<file path="src/rtl/multicycle_controller.sv">
// Multi-cycle control sequencer: FETCH/DECODE/EXEC/MEM/WB with a timed memory
// handshake, branch resolution, illegal-opcode and bus-error traps, retire count.
package multicycle_pkg;

    typedef enum logic [5:0] {
        OP_ADD  = 6'h00, OP_SUB  = 6'h01, OP_AND  = 6'h02, OP_OR   = 6'h03,
        OP_XOR  = 6'h04, OP_SLL  = 6'h05, OP_SRL  = 6'h06,
        OP_ADDI = 6'h08, OP_ANDI = 6'h09, OP_ORI  = 6'h0A, OP_XORI = 6'h0B,
        OP_LUI  = 6'h0C,
        OP_LW   = 6'h10, OP_SW   = 6'h11, OP_LAD  = 6'h12, OP_LOA  = 6'h13,
        OP_JAL  = 6'h14,
        OP_BEQ  = 6'h20, OP_BNE  = 6'h21, OP_BGT  = 6'h22, OP_BGE  = 6'h23,
        OP_BLT  = 6'h24, OP_BLE  = 6'h25, OP_BGTU = 6'h26, OP_BGEU = 6'h27,
        OP_BLTU = 6'h28, OP_BLEU = 6'h29
    } opcode_t;

    typedef enum logic [3:0] {
        ALU_NOP, ALU_ADD, ALU_SUB, ALU_AND, ALU_OR, ALU_XOR, ALU_SLL, ALU_SRL,
        ALU_BSL, ALU_EQ, ALU_GRT, ALU_GTE, ALU_LTE, ALU_GTU, ALU_GEU, ALU_LEU
    } alu_opcode_t;

    typedef enum logic [2:0] {
        S_FETCH = 3'd0, S_DECODE = 3'd1, S_EXEC = 3'd2,
        S_MEM   = 3'd3, S_WB     = 3'd4, S_TRAP = 3'd5
    } state_t;

    typedef enum logic [2:0] {C_ALU, C_BR, C_JAL, C_LW, C_SW, C_LAD, C_LOA} iclass_t;

    typedef struct packed {
        iclass_t     cls;
        alu_opcode_t alu;
        logic        imm;
        logic        fb;
        logic        inv;
    } decode_t;

endpackage

module multicycle_controller
    import multicycle_pkg::*;
#(
    parameter int MEM_TIMEOUT = 15,
    parameter int TO_W        = 4,
    parameter int CNT_W       = 16
) (
    input  logic             clk,
    input  logic             rst_n,
    input  opcode_t          op,
    input  logic             alu_flag,
    input  logic             mem_ready,
    output logic             mem_req,
    output logic             ir_we,
    output logic             pc_we,
    output logic             sel_PC,
    output logic             store_pc,
    output logic             reg_we,
    output logic             alu_imm,
    output logic             alu_bypass,
    output logic             alu_feedback_in,
    output logic             mem_we,
    output logic             mem_bypass,
    output logic             branch,
    output logic             jump,
    output alu_opcode_t      alu_ctrl,
    output logic             illegal,
    output logic             bus_err,
    output logic [CNT_W-1:0] retired,
    output logic [2:0]       state_o
);

    state_t           state_q, state_d;
    decode_t          dec_q, dec_d, dec_n;
    logic             dec_bad;
    logic [TO_W-1:0]  to_q, to_d;
    logic [CNT_W-1:0] retired_q, retired_d;
    logic             illegal_q, illegal_d, bus_err_q, bus_err_d;
    logic             to_limit, taken;

    // NOTE: every always_comb output gets a default first so no latch is inferred.
    always_comb begin
        dec_n   = '{cls: C_ALU, alu: ALU_NOP, imm: 1'b0, fb: 1'b0, inv: 1'b0};
        dec_bad = 1'b0;
        case (op)
            OP_ADD:  dec_n.alu = ALU_ADD;
            OP_SUB:  dec_n.alu = ALU_SUB;
            OP_AND:  dec_n.alu = ALU_AND;
            OP_OR:   dec_n.alu = ALU_OR;
            OP_XOR:  dec_n.alu = ALU_XOR;
            OP_SLL:  dec_n.alu = ALU_SLL;
            OP_SRL:  dec_n.alu = ALU_SRL;
            OP_ADDI: dec_n = '{cls: C_ALU, alu: ALU_ADD, imm: 1'b1, fb: 1'b1, inv: 1'b0};
            OP_ANDI: dec_n = '{cls: C_ALU, alu: ALU_AND, imm: 1'b1, fb: 1'b1, inv: 1'b0};
            OP_ORI:  dec_n = '{cls: C_ALU, alu: ALU_OR,  imm: 1'b1, fb: 1'b1, inv: 1'b0};
            OP_XORI: dec_n = '{cls: C_ALU, alu: ALU_XOR, imm: 1'b1, fb: 1'b1, inv: 1'b0};
            OP_LUI:  dec_n = '{cls: C_ALU, alu: ALU_BSL, imm: 1'b1, fb: 1'b0, inv: 1'b0};
            OP_LW:   begin dec_n.cls = C_LW;  dec_n.alu = ALU_ADD; end
            OP_SW:   begin dec_n.cls = C_SW;  dec_n.alu = ALU_ADD; end
            OP_LAD:  dec_n.cls = C_LAD;
            OP_LOA:  dec_n.cls = C_LOA;
            OP_JAL:  dec_n.cls = C_JAL;
            OP_BEQ:  begin dec_n.cls = C_BR; dec_n.alu = ALU_EQ; end
            OP_BNE:  begin dec_n.cls = C_BR; dec_n.alu = ALU_EQ;  dec_n.inv = 1'b1; end
            OP_BGT:  begin dec_n.cls = C_BR; dec_n.alu = ALU_GRT; end
            OP_BGE:  begin dec_n.cls = C_BR; dec_n.alu = ALU_GTE; end
            OP_BLT:  begin dec_n.cls = C_BR; dec_n.alu = ALU_GTE; dec_n.inv = 1'b1; end
            OP_BLE:  begin dec_n.cls = C_BR; dec_n.alu = ALU_LTE; end
            OP_BGTU: begin dec_n.cls = C_BR; dec_n.alu = ALU_GTU; end
            OP_BGEU: begin dec_n.cls = C_BR; dec_n.alu = ALU_GEU; end
            OP_BLTU: begin dec_n.cls = C_BR; dec_n.alu = ALU_GEU; dec_n.inv = 1'b1; end
            OP_BLEU: begin dec_n.cls = C_BR; dec_n.alu = ALU_LEU; end
            default: dec_bad = 1'b1;
        endcase
    end

    assign to_limit = (to_q == TO_W'(MEM_TIMEOUT - 1));
    assign taken    = alu_flag ^ dec_q.inv;

    always_comb begin
        state_d   = state_q;
        dec_d     = dec_q;
        to_d      = to_q;
        retired_d = retired_q;
        illegal_d = illegal_q;
        bus_err_d = bus_err_q;
        case (state_q)
            S_FETCH, S_MEM: begin
                to_d = mem_ready ? '0 : to_q + 1'b1;
                if (mem_ready) begin
                    if (state_q == S_FETCH)   state_d = S_DECODE;
                    else if (dec_q.cls == C_SW) begin
                        state_d   = S_FETCH;
                        retired_d = retired_q + 1'b1;
                    end else                  state_d = S_WB;
                end else if (to_limit) begin
                    state_d   = S_TRAP;
                    bus_err_d = 1'b1;
                end
            end
            S_DECODE: begin
                dec_d = dec_n;
                if (dec_bad) begin
                    state_d   = S_TRAP;
                    illegal_d = 1'b1;
                end else begin
                    state_d = S_EXEC;
                end
            end
            S_EXEC: begin
                case (dec_q.cls)
                    C_BR: begin
                        state_d   = S_FETCH;
                        retired_d = retired_q + 1'b1;
                    end
                    C_LW, C_SW: state_d = S_MEM;
                    default:    state_d = S_WB;
                endcase
            end
            S_WB: begin
                state_d   = S_FETCH;
                retired_d = retired_q + 1'b1;
            end
            S_TRAP:  state_d = S_TRAP;
            default: state_d = S_TRAP;
        endcase
        // A fresh memory phase always starts its wait budget from zero.
        if (state_d != state_q && (state_d == S_FETCH || state_d == S_MEM))
            to_d = '0;
    end

    // NOTE: sequential state uses non-blocking assignments so all registers update together.
    always_ff @(posedge clk) begin
        if (!rst_n) begin
            state_q   <= S_FETCH;
            dec_q     <= '0;
            to_q      <= '0;
            retired_q <= '0;
            illegal_q <= 1'b0;
            bus_err_q <= 1'b0;
        end else begin
            state_q   <= state_d;
            dec_q     <= dec_d;
            to_q      <= to_d;
            retired_q <= retired_d;
            illegal_q <= illegal_d;
            bus_err_q <= bus_err_d;
        end
    end

    always_comb begin
        mem_req = 1'b0; ir_we = 1'b0; pc_we = 1'b0; sel_PC = 1'b0;
        store_pc = 1'b0; reg_we = 1'b0; alu_imm = 1'b0; alu_bypass = 1'b0;
        alu_feedback_in = 1'b0; mem_we = 1'b0; mem_bypass = 1'b0;
        branch = 1'b0; jump = 1'b0; alu_ctrl = ALU_NOP;
        if (rst_n) begin
            case (state_q)
                S_FETCH: begin
                    mem_req = 1'b1;
                    ir_we   = mem_ready;
                    pc_we   = mem_ready;
                end
                S_EXEC: begin
                    alu_ctrl        = dec_q.alu;
                    alu_imm         = dec_q.imm;
                    alu_feedback_in = dec_q.fb;
                    if (dec_q.cls == C_BR) begin
                        branch = 1'b1;
                        pc_we  = taken;
                        sel_PC = taken;
                    end else if (dec_q.cls == C_JAL) begin
                        jump   = 1'b1;
                        sel_PC = 1'b1;
                        pc_we  = 1'b1;
                    end
                end
                S_MEM: begin
                    mem_req = 1'b1;
                    mem_we  = (dec_q.cls == C_SW) && mem_ready;
                end
                S_WB: begin
                    reg_we     = (dec_q.cls == C_LW) || (dec_q.cls == C_LAD) || (dec_q.cls == C_JAL);
                    store_pc   = (dec_q.cls == C_JAL);
                    mem_bypass = (dec_q.cls == C_LAD);
                    alu_bypass = (dec_q.cls == C_LOA);
                end
                default: ;
            endcase
        end
    end

    assign illegal = illegal_q;
    assign bus_err = bus_err_q;
    assign retired = retired_q;
    assign state_o = state_q;

endmodule

</file>
<file path="config.mk">
export PLATFORM = sky130hd
export DESIGN_NAME = multicycle_controller
export DESIGN_NICKNAME = d
export VERILOG_FILES = /design/src/rtl/multicycle_controller.sv
export SDC_FILE = /design/constraint.sdc
export NUM_CORES = 1
export LEC_CHECK = 0
export CAP_MARGIN = 20
export CELL_PAD_IN_SITES_DETAIL_PLACEMENT = 1
export CELL_PAD_IN_SITES_GLOBAL_PLACEMENT = 1
export CORE_UTILIZATION = 45
export DETAILED_ROUTE_END_ITERATION = 10
export DONT_BUFFER_PORTS = 1
export HOLD_SLACK_MARGIN = 0.03
export PLACE_DENSITY_LB_ADDON = 0.1
export SYNTH_ARGS = -nofsm -noshare
export SYNTH_HDL_FRONTEND = slang
export SYNTH_SLANG_ARGS = --single-unit
</file>
<file path="constraint.sdc">
create_clock -name clk -period 2.6 [get_ports clk]
set_clock_uncertainty 0.2 [all_clocks]
set_input_delay 0.13 -clock clk [delete_from_list [all_inputs] [get_ports clk]]
set_output_delay 0.13 -clock clk [all_outputs]
set_load 0.1 [all_outputs]
</file>
Word-level counts from Yosys, hierarchy flattened
Cells that the tools add are included.
Word-level totals
  bits in registers: 35
  latch bits: 0
  bits in writable memories: 0
  memory bits (read-only): 0
  input bits: 10
  output and inout port bits: 38
  word-level logic and storage cells: 134
  memories: 0
Cells by class
  $add $sub $neg: 2
  multiply operators: 0
  divide/modulo/power cells: 0
  magnitude comparators: 0
  eq/ne operators: 43
  shift-type cells: 0
  muxes and demuxes: 49
  bitwise gates (word level): 4
  reduce and logical (&&, ||, !) cells: 26
Operator list (number)
  16-bit two-way mux: 4
  6-bit equality test (second input constant): 10
  4-bit one-hot mux with 15 select lines: 1
  16-bit one-hot mux with 3 select lines: 1
  6-bit by 4-bit equality test with 1-bit output (second input constant): 5
  6-bit by 5-bit equality test with 1-bit output (second input constant): 5
  1-bit two-way mux: 30
  27-bit OR reduction: 1
  6-bit by 3-bit equality test with 1-bit output (second input constant): 3
  3-bit one-hot mux with 6 select lines: 1
  2-bit OR reduction: 9
  16-bit by 1-bit adder with 16-bit output (second input constant): 1
  3-bit by 2-bit equality test with 1-bit output (second input constant): 5
  3-bit two-way mux: 5
  3-bit equality test (second input constant): 4
  6-bit by 2-bit equality test with 1-bit output (second input constant): 2
  4-bit two-way mux: 3
  3-bit one-hot mux with 4 select lines: 1
  10-bit OR reduction: 1
  4-bit OR reduction: 2
  3-bit by 1-bit equality test with 1-bit output (second input constant): 2
  6-bit by 1-bit equality test with 1-bit output (second input constant): 1
  3-bit logical NOT: 2
  6-bit logical NOT: 1
  17 further kinds: 24

Logic depth before layout (Yosys ltp)
Gate-level depths: netlist of run 1.
  depth in word-level cells: 9
  gate-level depth with buffers: 7
  gate-level depth less buffers: 7

Worst setup path before layout of run 1
No wires, ideal clock.
  path type: reg2out
  from: register state_q[1], in the netlist state_o[1]
  to: output port pc_we
  arrival: 4.897 ns
  required time: 2.270 ns
  path slack: -2.627 ns
  stages on the path, launching flop included: 6
  buffers on the path: 1
  cell sequence: dfxtp_1 -> clkbuf_1 -> nor3b_2 -> nand2_1 -> a211oi_1 -> or2_1
Between the ends
  longest elaborated chain between the ends: 3
Ends and longest elaborated chain
  from (decl): RTL line 71  | state_t state_q, state_d;
  from (signal assigned): RTL line 180  | state_q <= state_d;
  3-bit by 2-bit equality test with 1-bit output / 3-bit logical NOT (equally long branches): RTL line 195  | case (state_q)
  1-bit one-hot mux with 2 select lines (*): RTL line 195
  1-bit two-way mux (*): RTL line 194  | if (rst_n) begin
  to (decl): RTL line 53  | output logic pc_we,
Mark *: on every way between the ends. The rest lies on a longest branch, timed or not.

Worst setup path after layout of run 1
  from: input port rst_n
  to: output port mem_we
Between the ends
  longest elaborated chain between the ends: 1
Ends and longest elaborated chain
  from (decl): RTL line 47  | input logic rst_n,
  1-bit two-way mux: RTL line 194
  to (decl): RTL line 60  | output logic mem_we,
Every way passes these cells.

==> reports/metrics.yaml, run 1 <==
run_status:
  status: "complete, no violations"
layout:
  synthToLayoutAreaGrowth_pct: 28.9
  diodes: 0
  final_nets: 339
  drive_above_1_share_pct: 21.4
  finalInstanceArea_um2: 2760
grt:
  grt_pass1_wl_um: 11500
  antenna_found_initial: 0
  grt_overflow_total: 0
  groute.usage.overall_pct: 29.0
  first_global_vias: 2378
  grt_max_degree: 17
floorplan:
  core_um2: 4470
  die-area_um2: 5040
  die_x_um: 71.0
  die_h_um: 71.0
  num_rows: 24
  start_util_pct: 47.8
  pin_count: 48
route:
  vias: 2309
  avgViaCountPerCell: 6.09
  remaining_drc_errors: 0
  routed_wl_um: 6880
  dr.pass1.iters: 6
  wire_per_inst_um: 18.1
  drtIter0Drc: 132
  ant_nets: 0
cts:
  path_clk_slew_ns: 0.08
  cts_root_buf: "clkbuf_8"
  cts_buffers: 5
  htreeDepth: 2
  cts_tree: "yes"
  cts_resized: 0
  cts.path.max_buffers: 2
  clk_latency_ns: 0.29
  cts_sinks: 35
  cts_setup_buffers: 0
logic_synthesis:
  synthAdderAreaFrac_pct: 1.75
  ys_warn_count: 0
  synth-compound-area-share_pct: 21.3
  synthesis.nets: 294
  ys.flop_type: "dfxtp_1"
  netlist_area_um2: 2140
  synth_top_family_by_area: "simple AND/OR/NAND/NOR gates"
  synth-simple-area-share_pct: 33.7
  synth_cell_types: 55
  syn_inst: 281
  synthMuxAreaShare_pct: 1.87
  async_reset_ff_share_pct: 0
  synth_xor_area_share_pct: 4.09
  syn_avg_cell_area_um2: 7.62
  synth_seq_area_share_pct: 32.7
  ys_ff_latch: 35
  synth_edf_count: 0
power_and_ir_drop:
  vdd_ir_drop_max_mv: 0.294
  cellPowerDensity_nw_per_um2: 622
  leakagePower_nw: 1.04
critical_path:
  cp_top_family: "buffers and inverters"
  r2r_slack_ns: 0.22
  crit_path_max_fanout: 12
  crit_path_end_kind: "output pin"
  crit_chain: "dlygate4sd3_1, clkinv_1, nor3_4, buf_4"
  critical_path_buf_inv_count: 3
  worstRegToRegCells: 4
  r2r-start: "state_o[0]"
  setup.worst_path.class: "in -> out"
  reg2reg_to: "dec_q[3]"
  slowest_stage: "dlygate4sd3_1"
  arrival_ns: 2.09
  crit_required_ns: 2.27
  cpPeakStageDelay_ns: 0.85
  worstSetupStartpointType: "input pin"
timing:
  relSlewSlack_pct: 60.1
  fmax_mhz: 412
  slew_violations: 0
  fin_crit_sh_pct: 93.3
  fin_crit_ns: 2.42
  finalHoldViolCount: 0
  worst_pin_slew_ns: 0.598
  fin_ws_ns: 0.175
  rsz0062_at_grt: "no"
  setup_violations: 0
min_path:
  holdPathEnd: "dec_q[3]"
  hp-start: "op[5]"
  hold_depth: 5
  min_path_type: "in -> reg"
place:
  post_dp_cell_area_um2: 2540
  dp_hpwl_um: 4540
  place_ws_ns: 0.307
  place.gp.congestion: 0.859
  place.port_buffers: 0
run:
  drv_cap: 0
==> placed cells by master (no fill, tap or decap), types with 3 or more instances in the layout <==
| master | netlist | routed |
|---|---|---|
| o21ai_0 | 13 | 13 |
| o21a_1 | 3 | 3 |
| nand4_1 | 8 | 8 |
| or3_1 | 5 | 5 |
| dlygate4sd3_1 | 0 | 13 |
| nand2_1 | 16 | 15 |
| inv_1 | 6 | 6 |
| o31ai_1 | 4 | 4 |
| nor3_1 | 9 | 6 |
| buf_4 | 0 | 40 |
| nor3_4 | 0 | 3 |
| nor2_1 | 39 | 35 |
| and2_1 | 3 | 3 |
| mux2i_1 | 4 | 4 |
| nand3_1 | 7 | 7 |
| o211ai_1 | 3 | 3 |
| nor2_2 | 1 | 5 |
| xnor2_1 | 5 | 5 |
| a21oi_1 | 30 | 30 |
| nor2b_1 | 5 | 5 |
| dfxtp_1 | 35 | 32 |
| ha_1 | 3 | 3 |
| or4_1 | 3 | 3 |
| xor2_1 | 5 | 5 |
| and3_1 | 8 | 8 |
| nor4_1 | 4 | 4 |
| clkbuf_8 | 0 | 5 |
| nand2b_1 | 8 | 8 |
| nand3b_1 | 3 | 3 |
==> cells by family (layout without fill, tap and decap cells) <==
logic type                 after synthesis  after routing
muxes                                    4              4
DFF                                     35             35
adders and majority gates                3              3
and+or+nand+nor                        133            133
AOI/OAI and AO/OA                       73             73
buffers and inverters                   23             69
xor gates and xnor gates                10             10
==> cell usage after synthesis, drive strengths merged, types with 6 or more instances <==
cell type  instances  area (um2)
inv                6        22.5
o21ai             14        70.1
nand2b             8        50.1
nor3               9        45.0
clkbuf            12        45.0
nand4              8        50.1
dfxtp             35         701
nor2              40         153
a21oi             30         150
nand2             16        60.1
and3               8        50.1
nand3              7        35.0
==> worst min-delay path, cell delays in order <==
cell     delay (ns)
nand2_1        0.04
a21oi_1        0.06
nor2_1         0.10
or3_1          0.11
a21oi_1        0.05
==> worst max path at each step <==
stage,startpoint,endpoint,slack [ns],cells past startpoint
3_3_place_gp,state_o[0],retired[9],0.39,5
6_report,rst_n,mem_we,0.18,4
4_1_cts,rst_n,mem_we,0.17,4
5_1_grt,rst_n,mem_we,0.05,4
3_5_place_dp,state_o[0],retired[9],0.31,5
2_1_floorplan,state_o[1],pc_we,-0.24,5
==> metrics by stage <==
step / hold WS, ns / total power, W / setup TNS [ns] / utilization [%] / instances
6_report: 0.0297 / 0.00172 / 0 / 61.7 / 379
5_1_grt: 0.0584 / 0.00180 / 0 / 61.7 / 379
4_1_cts: 0.0334 / 0.00172 / 0 / 61.7 / 379
3_5_place_dp: 0.0584 / 0.00128 / 0 / 56.8 / 358
3_3_place_gp: 0.0546 / 0.00126 / 0 / 56.8 / 358
2_1_floorplan: 0.129 / 0.00116 / -0.495 / - / 281
==> routing by layer <==
layer	GRT usage, %	routed length, um
met1	36.9	3100
met2	50.3	3390
met3	5.56	257
met4	8.00	127
met5	0	0
==> registers in the layout (all words and copies together) (netlist names) <==
name / flops
illegal: 1
state_o: 3
to_q: 4
bus_err: 1
retired: 16
dec_q: 10
==> layout make-up <==
class                      count  area (um2)
clock buffer                   5        68.8
multi-input combinational    223        1420
inverter                       7        26.3
clock inverter                 3        18.8
timing repair buffer          54         450
fill                         559        1710
sequential                    35         709
tap                           52        65.1
==> power breakdown <==
part / switching [W] / total, W / internal (W)
Combinational: 0.000445 / 0.000639 / 0.000194
Clock: 0.000219 / 0.000406 / 0.000187
Sequential: 0.0000927 / 0.000671 / 0.000578
==> timing repair <==
action / in CTS / in global routing
hold buffers: 13 / 0
setup endpoints to repair: 0 / 0
hold endpoints to repair: 29 / 0
Power figures use the tool's default switching activity.
==> inputs of run 2 (changes only) <==
--- a/config.mk
+++ b/config.mk
@@ -8,11 +8,11 @@
 export CAP_MARGIN = 20
 export CELL_PAD_IN_SITES_DETAIL_PLACEMENT = 1
 export CELL_PAD_IN_SITES_GLOBAL_PLACEMENT = 1
-export CORE_UTILIZATION = 45
+export CORE_UTILIZATION = 41
 export DETAILED_ROUTE_END_ITERATION = 10
 export DONT_BUFFER_PORTS = 1
 export HOLD_SLACK_MARGIN = 0.03
-export PLACE_DENSITY_LB_ADDON = 0.1
+export PLACE_DENSITY_LB_ADDON = 0.2
 export SYNTH_ARGS = -nofsm -noshare
 export SYNTH_HDL_FRONTEND = slang
 export SYNTH_SLANG_ARGS = --single-unit
==> constraint.sdc (replaced) <==
create_clock -name clk -period 2.1 [get_ports clk]
set_clock_uncertainty 0.2 [all_clocks]
set_input_delay 0.105 -clock clk [delete_from_list [all_inputs] [get_ports clk]]
set_output_delay 0.105 -clock clk [all_outputs]
set_load 0.1 [all_outputs]
==> reports/metrics.yaml, run 2 (synthesis results as in run 1) <==
run_status:
  status: "finished, violations left"  # was complete, no violations
  violations: "negative setup slack"
cts:
  cts_tree: "yes"  # unchanged
  cts_sinks: 35  # unchanged
  cts.path.max_buffers: 2  # unchanged
  clk_latency_ns: 0.31  # was 0.29 ns
  cts_buffers: 5  # unchanged
  path_clk_slew_ns: 0.08  # about the same
  htreeDepth: 2  # unchanged
  cts_root_buf: "clkbuf_8"  # unchanged
layout:
  finalNonFillerCells: 410  # was 379
  largest_reg_flops: 16  # unchanged
  drive_above_1_share_pct: 37.9  # was 21.4%
  synthToLayoutAreaGrowth_pct: 53.2  # was 28.9%
  final_cell_mix: "buf_4 (40), nor2_1 (32), a21oi_1 (26), dfxtp_1 (17)"  # was buf_4 (40), nor2_1 (35), dfxtp_1 (32), a21oi_1 (30), nand2_1 (15)
  layout_commonest_cell: "buf_4"  # unchanged
  multi_input_area_um2: 1550  # was 1420 um2
  diodes: 0  # unchanged
  fillCellCount: 547  # was 559
  ff_latch_area_um2: 736  # was 709 um2
  postLayoutCoreUtil_pct: 67.2  # was 61.7%
  final_nets: 355  # was 339
grt:
  grt_max_degree: 26  # was 17
  grt_overflow_total: 0  # unchanged
  grt_pass1_wl_um: 13800  # was 11,500 um
  first_global_vias: 2596  # was 2,378
  groute.usage.overall_pct: 33.9  # was 29.0%
  antenna_found_initial: 0  # unchanged
floorplan:
  start_util_pct: 43.9  # was 47.8%
  pin_count: 48  # unchanged
  num_rows: 25  # was 24
  die-area_um2: 5510  # was 5040 um2
  die_x_um: 74.3  # was 71.0 um
  die_h_um: 74.3  # was 71.0 um
  core_um2: 4880  # was 4470 um2
timing:
  worst_pin_slew_ns: 0.524  # was 0.598 ns
  setup_violations: 10  # was 0
  relSlewSlack_pct: 65.0  # was 60.1%
  slew_violations: 0  # unchanged
  rsz0062_at_grt: "yes"  # was no
  finalHoldViolCount: 0  # unchanged
  fmax_mhz: 454
  fin_crit_ns: 2.20
  fin_ws_ns: -0.101  # was 0.175 ns
  fin_crit_sh_pct: 105
  final.setup.tns_ns: -0.395  # was 0 ns
route:
  remaining_drc_errors: 0  # unchanged
  dr.pass1.iters: 4  # was 6
  avgViaCountPerCell: 6.60  # was 6.09
  routed_wl_um: 10900  # was 6880 um
  wire_per_inst_um: 26.6  # was 18.1 um
  ant_nets: 0  # unchanged
  drtIter0Drc: 252  # was 132
  vias: 2704  # was 2,309
run:
  drv_cap: 0  # unchanged
critical_path:
  slowest_stage: "dlygate4sd3_1"  # unchanged
  setup.worst_path.class: "in -> reg"  # was in -> out
  crit_path_max_fanout: 10  # was 12
  arrival_ns: 2.19  # was 2.09 ns
  cpPeakStageDelay_ns: 0.71  # was 0.85 ns
  r2r_slack_ns: -0.07  # was 0.22 ns
  crit_path_end_kind: "flop"  # was output pin
  worstSetupStartpointType: "input pin"  # unchanged
  crit_chain: "dlygate4sd3_1, nor2_1, dlygate4sd3_1, o2bb2ai_1, a2bb2oi_1, nor2_1"  # was dlygate4sd3_1, clkinv_1, nor3_4, buf_4
  crit_required_ns: 2.09  # was 2.27 ns
power_and_ir_drop:
  vdd_ir_drop_max_mv: 0.588  # was 0.294 mV
  cellPowerDensity_nw_per_um2: 812  # was 622 nW/um2
  leakagePower_nw: 1.22  # was 1.04 nW
  power_w: 0.00266  # was 0.00172 W
min_path:
  min_path_type: "in -> reg"  # unchanged
place:
  dp_hpwl_um: 5090  # was 4540 um
  place.gp.congestion: 0.857  # was 0.859
  place_inst: 383  # was 358
  place.port_buffers: 0  # unchanged
run 2: cell count changes in the layout (fill, tap and decap cells not counted), moves of 4 or more:
cell,before,now
a21oi_1,30,26
a21oi_2,0,4
and3_1,8,2
and3_2,0,6
buf_12,1,15
dfxtp_1,32,17
dfxtp_2,1,13
nor2_4,0,5
run 2: path summary, 6_finish.rpt:
| kind | from | end | cells after the start |
|---|---|---|---|
| max | op[2] | dec_q[5] | 6 |
| min | op[0] | dec_q[3] | 5 |
| max reg2reg | state_o[1] | retired[9] | 6 |
| min reg2reg | bus_err | bus_err | 2 |
run 2: layer usage:
metal	routed length (um)	GRT usage, %
met1	4020	39.2
met3	788	5.83
met5	0	0
met4	651	16.4
met2	5470	60.7
run 2: per-stage QoR:
step | hold WS (ns) | setup WS (ns) | instance area (um2)
6_report | 0.0620 | -0.101 | 3280
5_1_grt | 0.0851 | -0.210 | 3280
4_1_cts | 0.0309 | 0.00566 | 3150
3_5_place_dp | 0.0302 | 0.0185 | 2860
3_3_place_gp | 0.0330 | 0.123 | 2860
2_1_floorplan | 0.114 | -0.711 | 2280
run 2: critical path, delay by kind of cell:
kind | cells | cell delay, ns
buf+inv | 2 | 1.38
compound gates | 2 | 0.45
simple gates | 2 | 0.25
run 2: where the power goes:
part | switching (W) | total, W | internal, W
clock network | 0.000298 | 0.000772 | 0.000474
registers | 0.0000570 | 0.000779 | 0.000722
logic | 0.000768 | 0.00111 | 0.000342
run 2: layout make-up:
cell class	count	share of cell area, %
Clock buffer	5	2.10
Clock inverter	3	2.06
Inverter	7	0.801
Multi-Input combinational cell	224	47.3
Sequential cell	35	22.4
Tap cell	67	2.56
Timing Repair Buffer	69	22.7
run 2: what timing repair did:
| item | in CTS | in global routing |
|---|---|---|
| hold endpoints to repair | 21 | 0 |
| cloned | 0 | 1 |
| hold buffers | 11 | 0 |
| resized for setup | 4 | 24 |
| setup buffers | 3 | 4 |
| endpoints found under the setup margin | 7 | 24 |
| pin swaps | 2 | 10 |
==> inputs of run 3 (changes only) <==
--- a/config.mk
+++ b/config.mk
@@ -8,6 +8,7 @@
 export CAP_MARGIN = 20
 export CELL_PAD_IN_SITES_DETAIL_PLACEMENT = 1
 export CELL_PAD_IN_SITES_GLOBAL_PLACEMENT = 1
+export CORE_ASPECT_RATIO = 1.2
 export CORE_UTILIZATION = 41
 export DETAILED_ROUTE_END_ITERATION = 10
 export DONT_BUFFER_PORTS = 1
==> reports/metrics.yaml, run 3 (synthesis results as in run 1) <==
timing:
  hold_slack_ns: 0.0538  # was 0.0620 ns
  rsz0062_at_grt: "yes"  # unchanged
  fin_ws_ns: -0.0491  # was -0.101 ns
  fin_crit_sh_pct: 102  # was 105%
  finalHoldViolCount: 0  # unchanged
  worst_pin_slew_ns: 0.597  # was 0.524 ns
  slew_violations: 0  # unchanged
  fmax_mhz: 465  # was 454 MHz
  relSlewSlack_pct: 60.0  # was 65.0%
  setup_violations: 6  # was 10
  fin_crit_ns: 2.15  # was 2.20 ns
power_and_ir_drop:
  comb_power_share_pct: 43.3  # was 41.7%
  switchingPower_w: 0.00106  # was 0.00112 W
  p_sw_share_pct: 42.6  # was 42.2%
  cellPowerDensity_nw_per_um2: 774  # was 812 nW/um2
  pwr-share-seq_pct: 31.0  # was 29.3%
  intPower_w: 0.00143  # was 0.00154 W
  p_clk_share_pct: 25.7  # was 29.0%
  vdd_ir_drop_max_mv: 0.520  # was 0.588 mV
  power_w: 0.00249  # was 0.00266 W
  leakagePower_nw: 1.20  # was 1.22 nW
route:
  dr.pass1.iters: 4  # unchanged
  routed_wl_um: 9240  # was 10,900 um
  ant_nets: 0  # unchanged
  wire_per_inst_um: 23.0  # was 26.6 um
  remaining_drc_errors: 0  # unchanged
  drtIter0Drc: 156  # was 252
  routed-wl-met2_um: 4650  # was 5470 um
  dr_wl_met3_um: 550  # was 788 um
  routed.top_layer: "met4"  # unchanged
  vias: 2580  # was 2,704
  avgViaCountPerCell: 6.42  # was 6.60
  wl_met1_um: 3600  # was 4020 um
critical_path:
  worstSetupStartpointType: "flop"  # was input pin
  setup.worst_path.class: "reg -> reg"  # was in -> reg
  worstRegToRegCells: 6  # unchanged
  crit_required_ns: 2.13  # was 2.09 ns
  r2r_slack_ns: -0.05  # was -0.07 ns
  arrival_ns: 2.18  # was 2.19 ns
  crit_path_max_fanout: 11  # was 10
  r2r-start: "dec_q[9]"  # was state_o[1]
  crit_path_end_kind: "flop"  # unchanged
  reg2reg_to: "retired[13]"  # was retired[9]
layout:
  postLayoutCoreUtil_pct: 64.7  # was 67.2%
  multi_input_area_um2: 1520  # was 1550 um2
  largest_reg_flops: 16  # unchanged
  final_cell_mix: "buf_4 (37), nor2_1 (33), a21oi_1 (30), dfxtp_1 (17), buf_12 (16)"  # was buf_4 (40), nor2_1 (32), a21oi_1 (26), dfxtp_1 (17)
  layout_commonest_cell: "buf_4"  # unchanged
  drive_above_1_share_pct: 34.8  # was 37.9%
  final_nets: 354  # was 355
  fillCellCount: 574  # was 547
  synthToLayoutAreaGrowth_pct: 50.4  # was 53.2%
  ff_latch_area_um2: 736  # unchanged
  diodes: 0  # unchanged
place:
  place.port_buffers: 0  # unchanged
  place.gp.congestion: 0.845  # was 0.857
  dp_hpwl_um: 5410  # was 5090 um
cts:
  cts_buffers: 5  # unchanged
  cts.path.max_buffers: 2  # unchanged
  clk_latency_ns: 0.30  # was 0.31 ns
  htreeDepth: 2  # unchanged
  cts_root_buf: "clkbuf_8"  # unchanged
  cts_tree: "yes"  # unchanged
  cts_sinks: 35  # unchanged
  path_clk_slew_ns: 0.08  # about the same
floorplan:
  die_h_um: 81.2  # was 74.3 um
  die_x_um: 68.0  # was 74.3 um
  core_um2: 4970  # was 4880 um2
  num_rows: 28  # was 25
  start_util_pct: 43.0  # was 43.9%
  pin_count: 48  # unchanged
  die-area_um2: 5520  # was 5510 um2
grt:
  grt_max_degree: 24  # was 26
  antenna_found_initial: 0  # unchanged
  grt_overflow_total: 0  # unchanged
  first_global_vias: 2488  # was 2,596
  grt_pass1_wl_um: 12400  # was 13,800 um
  groute.usage.overall_pct: 30.5  # was 33.9%
min_path:
  hp-start: "op[2]"  # was op[0]
  holdPathEnd: "dec_q[5]"  # was dec_q[3]
  min_path_type: "in -> reg"  # unchanged
  hold_depth: 4  # was 5
run_status:
  status: "finished, violations left"  # unchanged
  violations: "negative setup slack"  # unchanged
run:
  drv_cap: 0  # unchanged
[run 3: layout make-up]
type | instances | area share [%]
Clock inverter | 3 | 1.36
Tap cell | 60 | 2.33
Sequential cell | 35 | 22.9
Multi-Input combinational cell | 223 | 47.1
Timing Repair Buffer | 69 | 23.4
Inverter | 7 | 0.816
Clock buffer | 5 | 2.14
[run 3: worst max path at each step]
stage	startpoint	end	slack [ns]	cells past startpoint
2_1_floorplan	state_o[1]	pc_we	-0.71	5
3_3_place_gp	state_o[1]	retired[9]	0.08	5
3_5_place_dp	state_o[0]	to_q[2]	-0.0005	6
4_1_cts	state_o[0]	dec_q[7]	-0.009	6
5_1_grt	dec_q[9]	retired[13]	-0.08	6
6_report	dec_q[9]	retired[13]	-0.05	6
[run 3: routing by layer]
layer	up-vias	track usage [%]
met5	-	0
met4	0	15.2
met3	36	7.16
met2	122	53.6
met1	1276	33.2
li1	1146	-
[run 3: through the flow]
step,TNS (ns),cells,cell area (um2),worst slack [ns]
2_1_floorplan,-2.77,281,2280,-0.711
3_3_place_gp,0,377,2870,0.0831
3_5_place_dp,-0.000475,377,2870,-0.000475
4_1_cts,-0.00886,401,3150,-0.00886
5_1_grt,-0.467,402,3220,-0.0773
6_report,-0.140,402,3220,-0.0491
[run 3: what timing repair did]
item | in CTS | in global routing
hold buffers | 14 | 0
cloned | 0 | 0
endpoints found under the setup margin | 8 | 18
gates resized for setup | 3 | 15
pin swaps | 3 | 3
buffers inserted | 2 | 1
endpoints found under the hold margin | 21 | 0
[run 3: worst max-delay path, cell delays in order, from the launching register on]
cell,delay (ns)
dfxtp_1,0.36
buf_4,0.15
nand4bb_1,0.30
o22ai_4,0.27
nor2_4,0.10
or4_1,0.54
a21oi_1,0.16
[run 3: power groups by stage]
stage	Sequential (W)	Clock (W)	Combinational, W
detailed placement	0.000779	0	0.000946
global route	0.000781	0.000662	0.00112
floorplan	0.000953	0	0.000497
finish	0.000773	0.000641	0.00108
CTS	0.000766	0.000634	0.000994
global placement	0.000774	0	0.000915
